$ cat src/rtl/enc_pkg.sv
// Shared constants for the switch priority-encoder front end.
// Latency: n/a (constants only).
// Backpressure: n/a (no handshake anywhere on this path).
package enc_pkg;

   localparam int N_IN   = 8;   // switch inputs; idx is 3 bits, so fixed at 8
   localparam int IDX_W  = 3;   // encoded index width
   localparam int CODE_W = 4;   // {valid, idx}

   // Code shown when encoding is disabled; decodes to a blank/zero digit.
   localparam logic [CODE_W-1:0] CODE_BLANK = 4'b0000;

endpackage

$ cat src/rtl/debounce_bit.sv
// One switch input: 2-flop synchroniser followed by a counting debouncer.
// Latency: a level held from edge t reaches st at edge t+2+DB_CYCLES.
// Backpressure: none; free-running every cycle.
//
// Ports:
//   clk    system clock
//   rst_n  asynchronous active-low reset
//   sw_in  raw asynchronous switch level
//   st     debounced stable level
module debounce_bit import enc_pkg::*; #(
   parameter int DB_CYCLES = 16
) (
   input  logic clk,
   input  logic rst_n,
   input  logic sw_in,
   output logic st
);

   localparam int CNT_W = $clog2(DB_CYCLES + 1);
   localparam logic [CNT_W-1:0] CNT_LAST = CNT_W'(DB_CYCLES - 1);

   logic             s1_q, s1_d;
   logic             s2_q, s2_d;
   logic             st_q, st_d;
   logic [CNT_W-1:0] cnt_q, cnt_d;

   always_comb begin
      s1_d  = sw_in;
      s2_d  = s1_q;
      st_d  = st_q;
      cnt_d = cnt_q;
      if (s2_q == st_q) begin
         // Agreement restarts qualification, so any shorter glitch is lost.
         cnt_d = '0;
      end else if (cnt_q == CNT_LAST) begin
         st_d  = s2_q;
         cnt_d = '0;
      end else begin
         cnt_d = cnt_q + CNT_W'(1);
      end
   end

   always_ff @(posedge clk or negedge rst_n) begin
      if (!rst_n) begin
         s1_q  <= 1'b0;
         s2_q  <= 1'b0;
         st_q  <= 1'b0;
         cnt_q <= '0;
      end else begin
         s1_q  <= s1_d;
         s2_q  <= s2_d;
         st_q  <= st_d;
         cnt_q <= cnt_d;
      end
   end

   assign st = st_q;

endmodule

$ cat src/rtl/sw_prio_encoder.sv
// Switch bank front end: debounce 8 switches, encode highest active as {valid,idx}.
// Latency: switch held from edge t shows on code at edge t+3+DB_CYCLES; en in 1 cycle.
// Backpressure: none; code is a level, changed pulses one cycle per new code.
//
// Ports:
//   clk      system clock
//   rst_n    asynchronous active-low reset
//   en       encode enable (synchronous); 0 forces the blank code
//   sw       raw asynchronous switch levels
//   code     registered {valid, idx}, drives the 7-segment decoder input
//   valid    code[3]
//   idx      code[2:0]
//   changed  one-cycle pulse on the edge code takes a new value
module sw_prio_encoder import enc_pkg::*; #(
   parameter int DB_CYCLES = 16
) (
   input  logic              clk,
   input  logic              rst_n,
   input  logic              en,
   input  logic [N_IN-1:0]   sw,
   output logic [CODE_W-1:0] code,
   output logic              valid,
   output logic [IDX_W-1:0]  idx,
   output logic              changed
);

   logic [N_IN-1:0]   st;
   logic [IDX_W-1:0]  idx_c;
   logic              valid_c;
   logic [CODE_W-1:0] code_q, code_d;
   logic              changed_q, changed_d;

   for (genvar g = 0; g < N_IN; g++) begin : g_db
      debounce_bit #(
         .DB_CYCLES (DB_CYCLES)
      ) u_db (
         .clk   (clk),
         .rst_n (rst_n),
         .sw_in (sw[g]),
         .st    (st[g])
      );
   end

   // Ascending scan: the last set bit seen wins, giving bit 7 top priority.
   always_comb begin
      idx_c = '0;
      for (int i = 0; i < N_IN; i++) begin
         if (st[i]) idx_c = IDX_W'(i);
      end
      valid_c = |st;
   end

   always_comb begin
      code_d    = en ? {valid_c, idx_c} : CODE_BLANK;
      changed_d = (code_d != code_q);
   end

   always_ff @(posedge clk or negedge rst_n) begin
      if (!rst_n) begin
         code_q    <= CODE_BLANK;
         changed_q <= 1'b0;
      end else begin
         code_q    <= code_d;
         changed_q <= changed_d;
      end
   end

   assign code    = code_q;
   assign valid   = code_q[CODE_W-1];
   assign idx     = code_q[IDX_W-1:0];
   assign changed = changed_q;

endmodule

$ cat config.mk
export PLATFORM = sky130hd
export DESIGN_NAME = sw_prio_encoder
export DESIGN_NICKNAME = d
export VERILOG_FILES = /design/src/rtl/enc_pkg.sv /design/src/rtl/debounce_bit.sv /design/src/rtl/sw_prio_encoder.sv
export SDC_FILE = /design/constraint.sdc
export NUM_CORES = 1
export LEC_CHECK = 0
export ABC_AREA = 1
export CAP_MARGIN = 40
export CORE_UTILIZATION = 45
export CTS_CLUSTER_DIAMETER = 120
export DETAILED_ROUTE_END_ITERATION = 7
export PLACE_DENSITY = 0.62
export SLEW_MARGIN = 30
export SYNTH_ARGS = -nofsm -noshare
export SYNTH_HDL_FRONTEND = slang
export SYNTH_SLANG_ARGS = --single-unit
$ cat constraint.sdc
create_clock -name clk -period 3.42 [get_ports clk]
set_input_delay 0.513 -clock clk [delete_from_list [all_inputs] [get_ports clk]]
set_output_delay 0.513 -clock clk [all_outputs]
set_load 0.01 [all_outputs]
==> qor.yml, run 1 <==
num_rows: 27
fmax_ghz: 0.545
yosys.area.top_type: "dfrtp_1"
end_kind: "output pin"
die_area_um2: 6350
syn-instance-count: 259
ys.flop_type: "dfrtp_1"
clock_latency_ns: 0.33
start_util: 0.478
root_buffer: "clkbuf_8"
p_leak_nw: 1.59
core_um2: 5680
wl_per_cell_um: 11.2
nets: 307
diodes: 0
drive_gt1_frac: 0.0822
power_density_nw_per_um2: 473
synth_area_um2: 2710
grt_pass1_vias: 1648
intPower_w: 0.00114
drv_slew: 0
clk_pin_slew_ns: 0.07
drt_wl_total_mm: 4.06
period_minus_slack_ns: 1.84
cts_setup_buffers: 0
path_buf_inv: 1
grtUsageMet2: 0.244
power.total_w: 0.00149
io-pin-count: 20
cts_tree: "built"
fin_util: 0.555
synth_fa_ha_area_frac: 0.0369
initialDrtViolationCount: 48
use_met1: 0.183
whs_ns: 0.0865
globalplace.congestion: 0.766
cts_max_level: 3
synth_top_area_frac: 0.636
synth.yosys.seq_area_share: 0.636
ir_worst_vdd_uv: 262
finalHoldViolations: 0
async_flop_share: 1.00
outcome: "finished clean"
worst_pin_slew_ns: 0.376
rsz0062_at_grt: "no"
die_w_um: 79.7
final_common_cell: "dfrtp_1"
min_period_over_period: 0.537
layout_common_cells: "dfrtp_1, nand2_1, nor2_1"
synth.distinct_cells: 19
synth-xor-area-share: 0.0516
p_sw_w: 0.000346
clockBufferDepth: 2
grt_max_degree: 29
relSlewSlack: 0.749
crit_fanout: 4
startpoint_type: "flip-flop"
fin_setup_tns_ns: 0
synth_nets: 278
path_delay_family: "buffers and inverters"
pwr-share-comb: 0.056
use_met3: 0.0549
ctsResizeCount: 0
finalSetupViolCount: 0
yosys_warnings: 0
cp_slowest_cell: "clkdlybuf4s50_1"
dr.pass1.iters: 4
syn_to_final_growth_pct: 16.1
path_cells: "clkdlybuf4s50_1"
arrival_ns: 1.32
antenna_left: 0
hp-class: "in -> async"
synth-simple-area-share: 0.169
portBuffers: 19
ys_ff_latch: 69
clock_skew_ns: 0.00748
p_seq_frac: 0.584
overflow: 0
cts_hold_buf: 0
drcViolationCount: 0
crit_type: "reg -> out"
antenna_found_initial: 0
syn_area_per_cell_um2: 10.5
die_h_um: 79.7
yosys-top-cells-area: "dfrtp_1, nand2_1, nor2_1"
swShare: 0.232
maxCapViolCount: 0
clock_sinks: 69
track_usage: 0.155
hpwl_mm: 3.04
synth_edf_count: 0
synth_compound_area_frac: 0.0424
max_stage_delay_ns: 0.57
busiest_layer: "met2"
pwr-share-clk: 0.360
muxShareOfSynthArea: 0.00830
grt_pass1_wl_mm: 7.09
vias: 1683
via_per_inst: 4.62
cp.required_ns: 2.91
synth_top_family_by_area: "simple AND/OR/NAND/NOR gates"
cts_buffers: 9
synthesized netlist by cell type (all sizes together) (2+ instances only):
library cell and n:
buf 4, inv 32, xnor2 8, mux2 2, a21oi 14, nand2 40, ha 8, dfrtp 69
nor2 35, nor3 8, and3 8, nand3 13, o21ai 9, xor2 8
routing by layer:
metal,vias up,wire length (µm)
li1,874,-
met3,10,149
met5,-,0
met1,775,1970
met4,0,90
met2,24,1850
layout make-up:
cell class              count  area, µm²
repair buffers             22        220
flip-flops and latches     69       1730
clock buffers              11        131
well taps                  72       90.1
inverters                  32        120
multi-input cells         154        837
clock inverters             4       26.3
fillers                   495       2520
through the flow:
stage | cells | setup slack [ns] | instance area (µm²)
after detailed placement | 349 | 1.71 | 2990
after floorplan | 259 | 2.14 | 2710
after CTS | 364 | 1.55 | 3150
after global placement | 348 | 1.76 | 2970
final | 364 | 1.58 | 3150
after global routing | 364 | 1.52 | 3150
power groups by stage:
stage / clock [W] / sequential (W) / combinational [W]
CTS: 0.000562 / 0.000870 / 0.0000869
global route: 0.000598 / 0.000874 / 0.0000990
floorplan: 0 / 0.000881 / 0.0000427
finish: 0.000536 / 0.000870 / 0.0000839
detailed placement: 0 / 0.000885 / 0.0000865
global placement: 0 / 0.000884 / 0.0000821
registers in the layout (all words and copies together), names as in the netlist:
signal	flops
g_db.u_db.st	8
g_db.u_db.s1_q	8
changed	1
g_db.u_db.cnt_q	40
g_db.u_db.s2_q	8
code	4
logic make-up after synthesis:
| logic type | Yosys count |
|---|---|
| simple gates | 105 |
| compound gates | 23 |
| fa+ha+maj | 8 |
| flops | 69 |
| buf+inv | 36 |
| mux | 2 |
| xor+xnor | 16 |
path summary, 6_finish.rpt:
| kind | from | end | slack (ns) | cells past startpoint |
|---|---|---|---|---|
| worst max register to register | g_db[1].u_db.cnt_q[0] | g_db[1].u_db.st | 2.07 | 4 |
| worst min register to register | g_db[6].u_db.s1_q | g_db[6].u_db.s2_q | 0.35 | 0 |
| max in group asynchronous | rst_n | g_db[6].u_db.cnt_q[3] | 2.61 | 3 |
| worst max-delay path | code[0] | idx[0] | 1.58 | 1 |
| worst min-delay path | rst_n | g_db[2].u_db.s2_q | 0.09 | 1 |
| min in group clk | g_db[6].u_db.s1_q | g_db[6].u_db.s2_q | 0.35 | 0 |
Note: power is estimated with default switching activity, not from simulation.
==> inputs of run 2 (changes only) <==
Settings changed: PLACE_DENSITY 0.62 to 0.64.
Clock period 3.42 ns to 1.6 ns, I/O delays scaled along.
==> run 2 against run 1 <==
- register-to-register slack worse by 1.8 ns
- worst hold slack better by 0.24 ns
- first-iteration DRC count grew 23%
- die area stayed put
- largest power group unchanged
- largest cell class unchanged
- combinational power is 110% higher
- global-route usage down 0.56 points
- cell area increased by 1.8%
- critical endpoint is now idx[2]
- core utilization increased by 0.99 points
==> qor.yml, run 2 (synthesized netlist as in run 1, its figures left out) <==
wl_per_cell_um: 10.5  # was 11.2 µm
path_buf_inv: 1  # unchanged
antenna_found_initial: 0  # unchanged
end_kind: "output pin"  # unchanged
vias: 1681  # was 1683
hpwl_mm: 2.65  # was 3.04 mm
ff_latch_area_um2: 1730  # unchanged
p_seq_frac: 0.527  # was 0.584
crit_type: "reg -> out"  # unchanged
relSlewSlack: 0.766  # was 0.749
finalSetupViolCount: 0  # unchanged
globalplace.congestion: 0.745  # was 0.766
num_rows: 27  # unchanged
clk_pin_slew_ns: 0.07  # about the same
intPower_w: 0.00276  # was 0.00114 W
max_stage_delay_ns: 0.56  # was 0.57 ns
pwr-share-clk: 0.423  # was 0.360
hp-class: "in -> reg"  # was in -> async
root_buffer: "clkbuf_8"  # unchanged
fin_util: 0.565  # was 0.555
die_area_um2: 6350  # unchanged
via_per_inst: 4.62  # about the same
grt_pass1_vias: 1602  # was 1648
min_period_over_period: 0.966
start_util: 0.478  # unchanged
p_sw_w: 0.000765  # was 0.000346 W
hold_start: "sw[1]"
cts_tree: "built"  # unchanged
ir_worst_vdd_uv: 750  # was 262 µV
nets: 306  # was 307
dr.pass1.iters: 4  # unchanged
path_delay_family: "buffers and inverters"  # unchanged
worst_pin_slew_ns: 0.351  # was 0.376 ns
r2r-start: "g_db[0].u_db.cnt_q[0]"  # was g_db[1].u_db.cnt_q[0]
filler_cell_count: 501  # was 495
clock_latency_ns: 0.34  # was 0.33 ns
clock_sinks: 69  # unchanged
die_h_um: 79.7  # unchanged
grt_pass1_wl_mm: 6.84  # was 7.09 mm
dpl_cell_area_um2: 2980  # was 2990 µm²
finalHoldViolations: 0  # unchanged
syn_to_final_growth_pct: 18.2  # was 16.1%
fmax_ghz: 0.647
path_cells: "clkdlybuf4s50_1"  # unchanged
regMostFlops: "g_db.u_db.cnt_q"  # unchanged
drive_gt1_frac: 0.0856  # was 0.0822
post-route-cell-area_um2: 3210  # was 3150 µm²
fin_ws_ns: 0.0551  # was 1.58 ns
portBuffers: 19  # unchanged
drv_slew: 0  # unchanged
layout_common_cells: "dfrtp_1, nand2_1, nor2_1"  # unchanged
startpoint_type: "flip-flop"  # unchanged
cts_setup_buffers: 0  # unchanged
drcViolationCount: 0  # unchanged
final_common_cell: "dfrtp_1"  # unchanged
cp.required_ns: 1.36  # was 2.91 ns
maxCapViolCount: 0  # unchanged
dp_slack_ns: 0.118  # was 1.71 ns
outcome: "finished clean"  # unchanged
crit_fanout: 4  # unchanged
arrival_ns: 1.30  # was 1.32 ns
antenna_left: 0  # unchanged
power_density_nw_per_um2: 1100  # was 473 nW/µm²
overflow: 0  # unchanged
cts_buffers: 9  # unchanged
die_w_um: 79.7  # unchanged
swShare: 0.217  # was 0.232
io-pin-count: 20  # unchanged
multi_input_area_um2: 837  # unchanged
initialDrtViolationCount: 59  # was 48
pwr-share-comb: 0.050  # was 0.056
critPathLaunch: "code[2]"  # was code[0]
p_leak_nw: 1.65  # was 1.59 nW
largest_reg_flops: 40  # unchanged
cts_max_level: 3  # unchanged
drt_wl_total_mm: 3.81  # was 4.06 mm
diodes: 0  # unchanged
grt_max_degree: 70  # was 29
period_minus_slack_ns: 1.54
track_usage: 0.149  # was 0.155
cp_slowest_cell: "clkdlybuf4s50_1"  # unchanged
clockBufferDepth: 2  # unchanged
core_um2: 5680  # unchanged
clock_skew_ns: 0.00886  # was 0.00748 ns
-- run 2: changes by cell type in the layout (fill, tap and decap cells not counted) --
cell | previous run | this run
buf_4 | 2 | 0
bufinv_16 | 0 | 2
clkbuf_1 | 2 | 0
clkdlybuf4s50_1 | 18 | 16
dlymetal6s2s_1 | 0 | 2
clkinv_2 | 2 | 3
clkinv_4 | 1 | 0
clkinvlp_4 | 1 | 2
dlygate4sd3_1 | 0 | 1
-- run 2: layout make-up --
type | count | share of cell area
clock buffer | 9 | 0.0386
clock inverter | 7 | 0.0281
inverter | 32 | 0.0374
multi-input combinational | 154 | 0.261
sequential | 69 | 0.538
tap | 72 | 0.0281
timing repair buffer | 21 | 0.0686
-- run 2: final timing paths --
kind                                    endpoint  slack (ns)  cells past startpoint
max                                       idx[2]        0.06                      1
min                            g_db[1].u_db.s1_q        0.33                      1
max reg2reg                      g_db[0].u_db.st        0.25                      4
min reg2reg                    g_db[6].u_db.s2_q        0.35                      0
max in group asynchronous  g_db[1].u_db.cnt_q[4]        0.88                      3
min in group asynchronous  g_db[3].u_db.cnt_q[2]        0.45                      3
-- run 2: repair_timing --
item	CTS	global route
hold buffers	1	0
resized for setup	0	2
setup endpoints to repair	0	2
hold endpoints to repair	69	0
-- run 2: through the flow --
stage | power [W] | hold WS [ns] | setup TNS [ns] | cells
floorplan | 0.00197 | -0.0556 | 0 | 259
global placement | 0.00207 | 0.291 | 0 | 347
detailed placement | 0.00207 | 0.290 | 0 | 347
CTS | 0.00358 | 0.315 | 0 | 364
global route | 0.00370 | 0.322 | -0.0112 | 364
finish | 0.00353 | 0.331 | 0 | 364
-- run 2: layer usage --
metal  vias up  global-route usage  share of wire
met1       775               0.178           0.49
met4         0              0.0709          0.020
met3         6              0.0720          0.046
met5         -                   0              0
li1        875                   -              -
met2        25               0.225           0.45
-- run 2: power by group through the flow --
stage | Clock (W) | Sequential, W | Combinational [W]
2_1_floorplan | 0 | 0.00188 | 0.0000913
3_3_place_gp | 0 | 0.00189 | 0.000176
3_5_place_dp | 0 | 0.00189 | 0.000180
4_1_cts | 0.00154 | 0.00186 | 0.000182
5_1_grt | 0.00162 | 0.00187 | 0.000211
6_report | 0.00149 | 0.00186 | 0.000176
==> inputs of run 3 (changes only) <==
Settings changed: RECOVER_POWER from default to 50, SLEW_MARGIN 30 to 5.
==> run 3 against run 2 <==
- maximum frequency barely moved
- combinational power down 5%
- total power fell by 0.24%
- flip-flop and latch count did not move
- global-route usage is the same
- clock-buffer cell count is the same
- routed wire length fell by 0.13%
- register-to-register slack hardly changed
- die area stayed put
- core utilization shrank 0.22 points
- first-iteration DRC count is the same
==> qor.yml, run 3 (synthesized netlist as in run 1, its figures left out) <==
outcome: "finished clean"  # unchanged
wl_per_cell_um: 10.5  # about the same
period_minus_slack_ns: 1.54  # about the same
drcViolationCount: 0  # unchanged
initialDrtViolationCount: 59  # unchanged
die_w_um: 79.7  # unchanged
die_area_um2: 6350  # unchanged
crit_fanout: 4  # unchanged
grt_pass1_vias: 1602  # unchanged
multi_input_area_um2: 837  # unchanged
p_sw_w: 0.000764  # was 0.000765 W
r2r_cells: 4  # unchanged
die_h_um: 79.7  # unchanged
clock_skew_ns: 0.00886  # unchanged
drt_wl_total_mm: 3.80  # was 3.81 mm
filler_cell_count: 503  # was 501
arrival_ns: 1.30  # about the same
layout_common_cells: "dfrtp_1, nand2_1, nor2_1"  # unchanged
crit_type: "reg -> out"  # unchanged
fin_util: 0.563  # was 0.565
track_usage: 0.149  # unchanged
pwr-share-clk: 0.424  # was 0.423
finalHoldViolations: 0  # unchanged
path_buf_inv: 1  # unchanged
ff_latch_area_um2: 1730  # unchanged
root_buffer: "clkbuf_8"  # unchanged
start_util: 0.478  # unchanged
hold_depth: 0  # was 1
swShare: 0.217  # about the same
hp-class: "reg -> reg"  # was in -> reg
busiest_layer: "met2"  # unchanged
dpl_cell_area_um2: 2980  # unchanged
clock_latency_ns: 0.34  # about the same
syn_to_final_growth_pct: 17.7  # was 18.2%
antenna_left: 0  # unchanged
cts_setup_buffers: 0  # unchanged
p_leak_nw: 1.65  # about the same
fmax_ghz: 0.647  # about the same
globalplace.congestion: 0.745  # unchanged
vias: 1681  # unchanged
pwr-share-comb: 0.048  # was 0.050
overflow: 0  # unchanged
clockBufferDepth: 2  # unchanged
clk_pin_slew_ns: 0.07  # about the same
io-pin-count: 20  # unchanged
startpoint_type: "flip-flop"  # unchanged
cts_tree: "built"  # unchanged
largest_reg_flops: 40  # unchanged
cp.required_ns: 1.36  # about the same
nets: 306  # unchanged
num_rows: 27  # unchanged
grt_pass1_wl_mm: 6.84  # unchanged
grtUsageMet2: 0.225  # unchanged
hpwl_mm: 2.65  # unchanged
core_um2: 5680  # unchanged
drv_slew: 0  # unchanged
r2r-end: "g_db[0].u_db.st"  # unchanged
grt_max_degree: 70  # unchanged
whs_endpoint: "g_db[6].u_db.s2_q"  # was g_db[1].u_db.s1_q
ir_worst_vdd_uv: 749  # was 750 µV
r2r-start: "g_db[0].u_db.cnt_q[0]"  # unchanged
via_per_inst: 4.62  # unchanged
finalSetupViolCount: 0  # unchanged
hold_start: "g_db[6].u_db.s1_q"  # was sw[1]
diodes: 0  # unchanged
reg2reg_slack_ns: 0.25  # about the same
clock_sinks: 69  # unchanged
end_kind: "output pin"  # unchanged
worst_pin_slew_ns: 0.894  # was 0.351 ns
max_stage_delay_ns: 0.56  # about the same
use_met3: 0.0720  # unchanged
relSlewSlack: 0.404  # was 0.766
fin_setup_tns_ns: 0  # unchanged
regMostFlops: "g_db.u_db.cnt_q"  # unchanged
cts_buffers: 9  # unchanged
dr.pass1.iters: 4  # unchanged
p_seq_frac: 0.528  # was 0.527
cts_max_level: 3  # unchanged
use_met1: 0.178  # unchanged
min_period_over_period: 0.966  # about the same
path_delay_family: "buffers and inverters"  # unchanged
intPower_w: 0.00275  # was 0.00276 W
portBuffers: 19  # unchanged
post-route-cell-area_um2: 3200  # was 3210 µm²
path_cells: "clkdlybuf4s50_1"  # unchanged
drive_gt1_frac: 0.0856  # unchanged
antenna_found_initial: 0  # unchanged
power_density_nw_per_um2: 1100  # about the same
final_common_cell: "dfrtp_1"  # unchanged
maxCapViolCount: 0  # unchanged
cp_slowest_cell: "clkdlybuf4s50_1"  # unchanged
run 3: repair_timing:
| item | 4_1_cts | 5_1_grt |
|---|---|---|
| endpoints found under the hold margin | 69 | 0 |
| resized for setup | 0 | 2 |
| hold buffers | 1 | 0 |
| endpoints found under the setup margin | 0 | 2 |
run 3: power by group through the flow:
stage               clock network (W)  logic [W]  registers (W)
finish                        0.00149   0.000168        0.00186
global route                  0.00162   0.000203        0.00187
CTS                           0.00154   0.000182        0.00186
detailed placement                  0   0.000180        0.00189
global placement                    0   0.000176        0.00189
floorplan                           0  0.0000913        0.00188
run 3: per-layer routing:
layer	wire [µm]	vias to the layer above
met4	76	0
met5	0	-
li1	-	875
met2	1700	25
met3	168	6
met1	1860	775
run 3: worst max path at each step:
stage,start,endpoint,slack [ns],cells after the start
after floorplan,g_db[0].u_db.cnt_q[0],g_db[0].u_db.st,0.32,4
after global placement,en,changed,0.19,6
after detailed placement,en,changed,0.12,6
after CTS,code[3],valid,0.01,1
after global routing,code[2],idx[2],-0.008,1
final,code[2],idx[2],0.06,1
run 3: final cells by class:
cell class,instances,area share
Tap cell,72,0.0282
Clock buffer,9,0.0388
Sequential cell,69,0.540
Multi-Input combinational cell,154,0.262
Timing Repair Buffer,21,0.0650
Inverter,32,0.0376
Clock inverter,7,0.0282
run 3: metrics by stage:
stage / hold WS [ns] / cells / power [W] / worst slack [ns]
6_report: 0.352 / 364 / 0.00352 / 0.0551
5_1_grt: 0.362 / 364 / 0.00369 / -0.00814
4_1_cts: 0.315 / 364 / 0.00358 / 0.00964
2_1_floorplan: -0.0556 / 259 / 0.00197 / 0.322
3_5_place_dp: 0.290 / 347 / 0.00207 / 0.118
3_3_place_gp: 0.291 / 347 / 0.00207 / 0.194
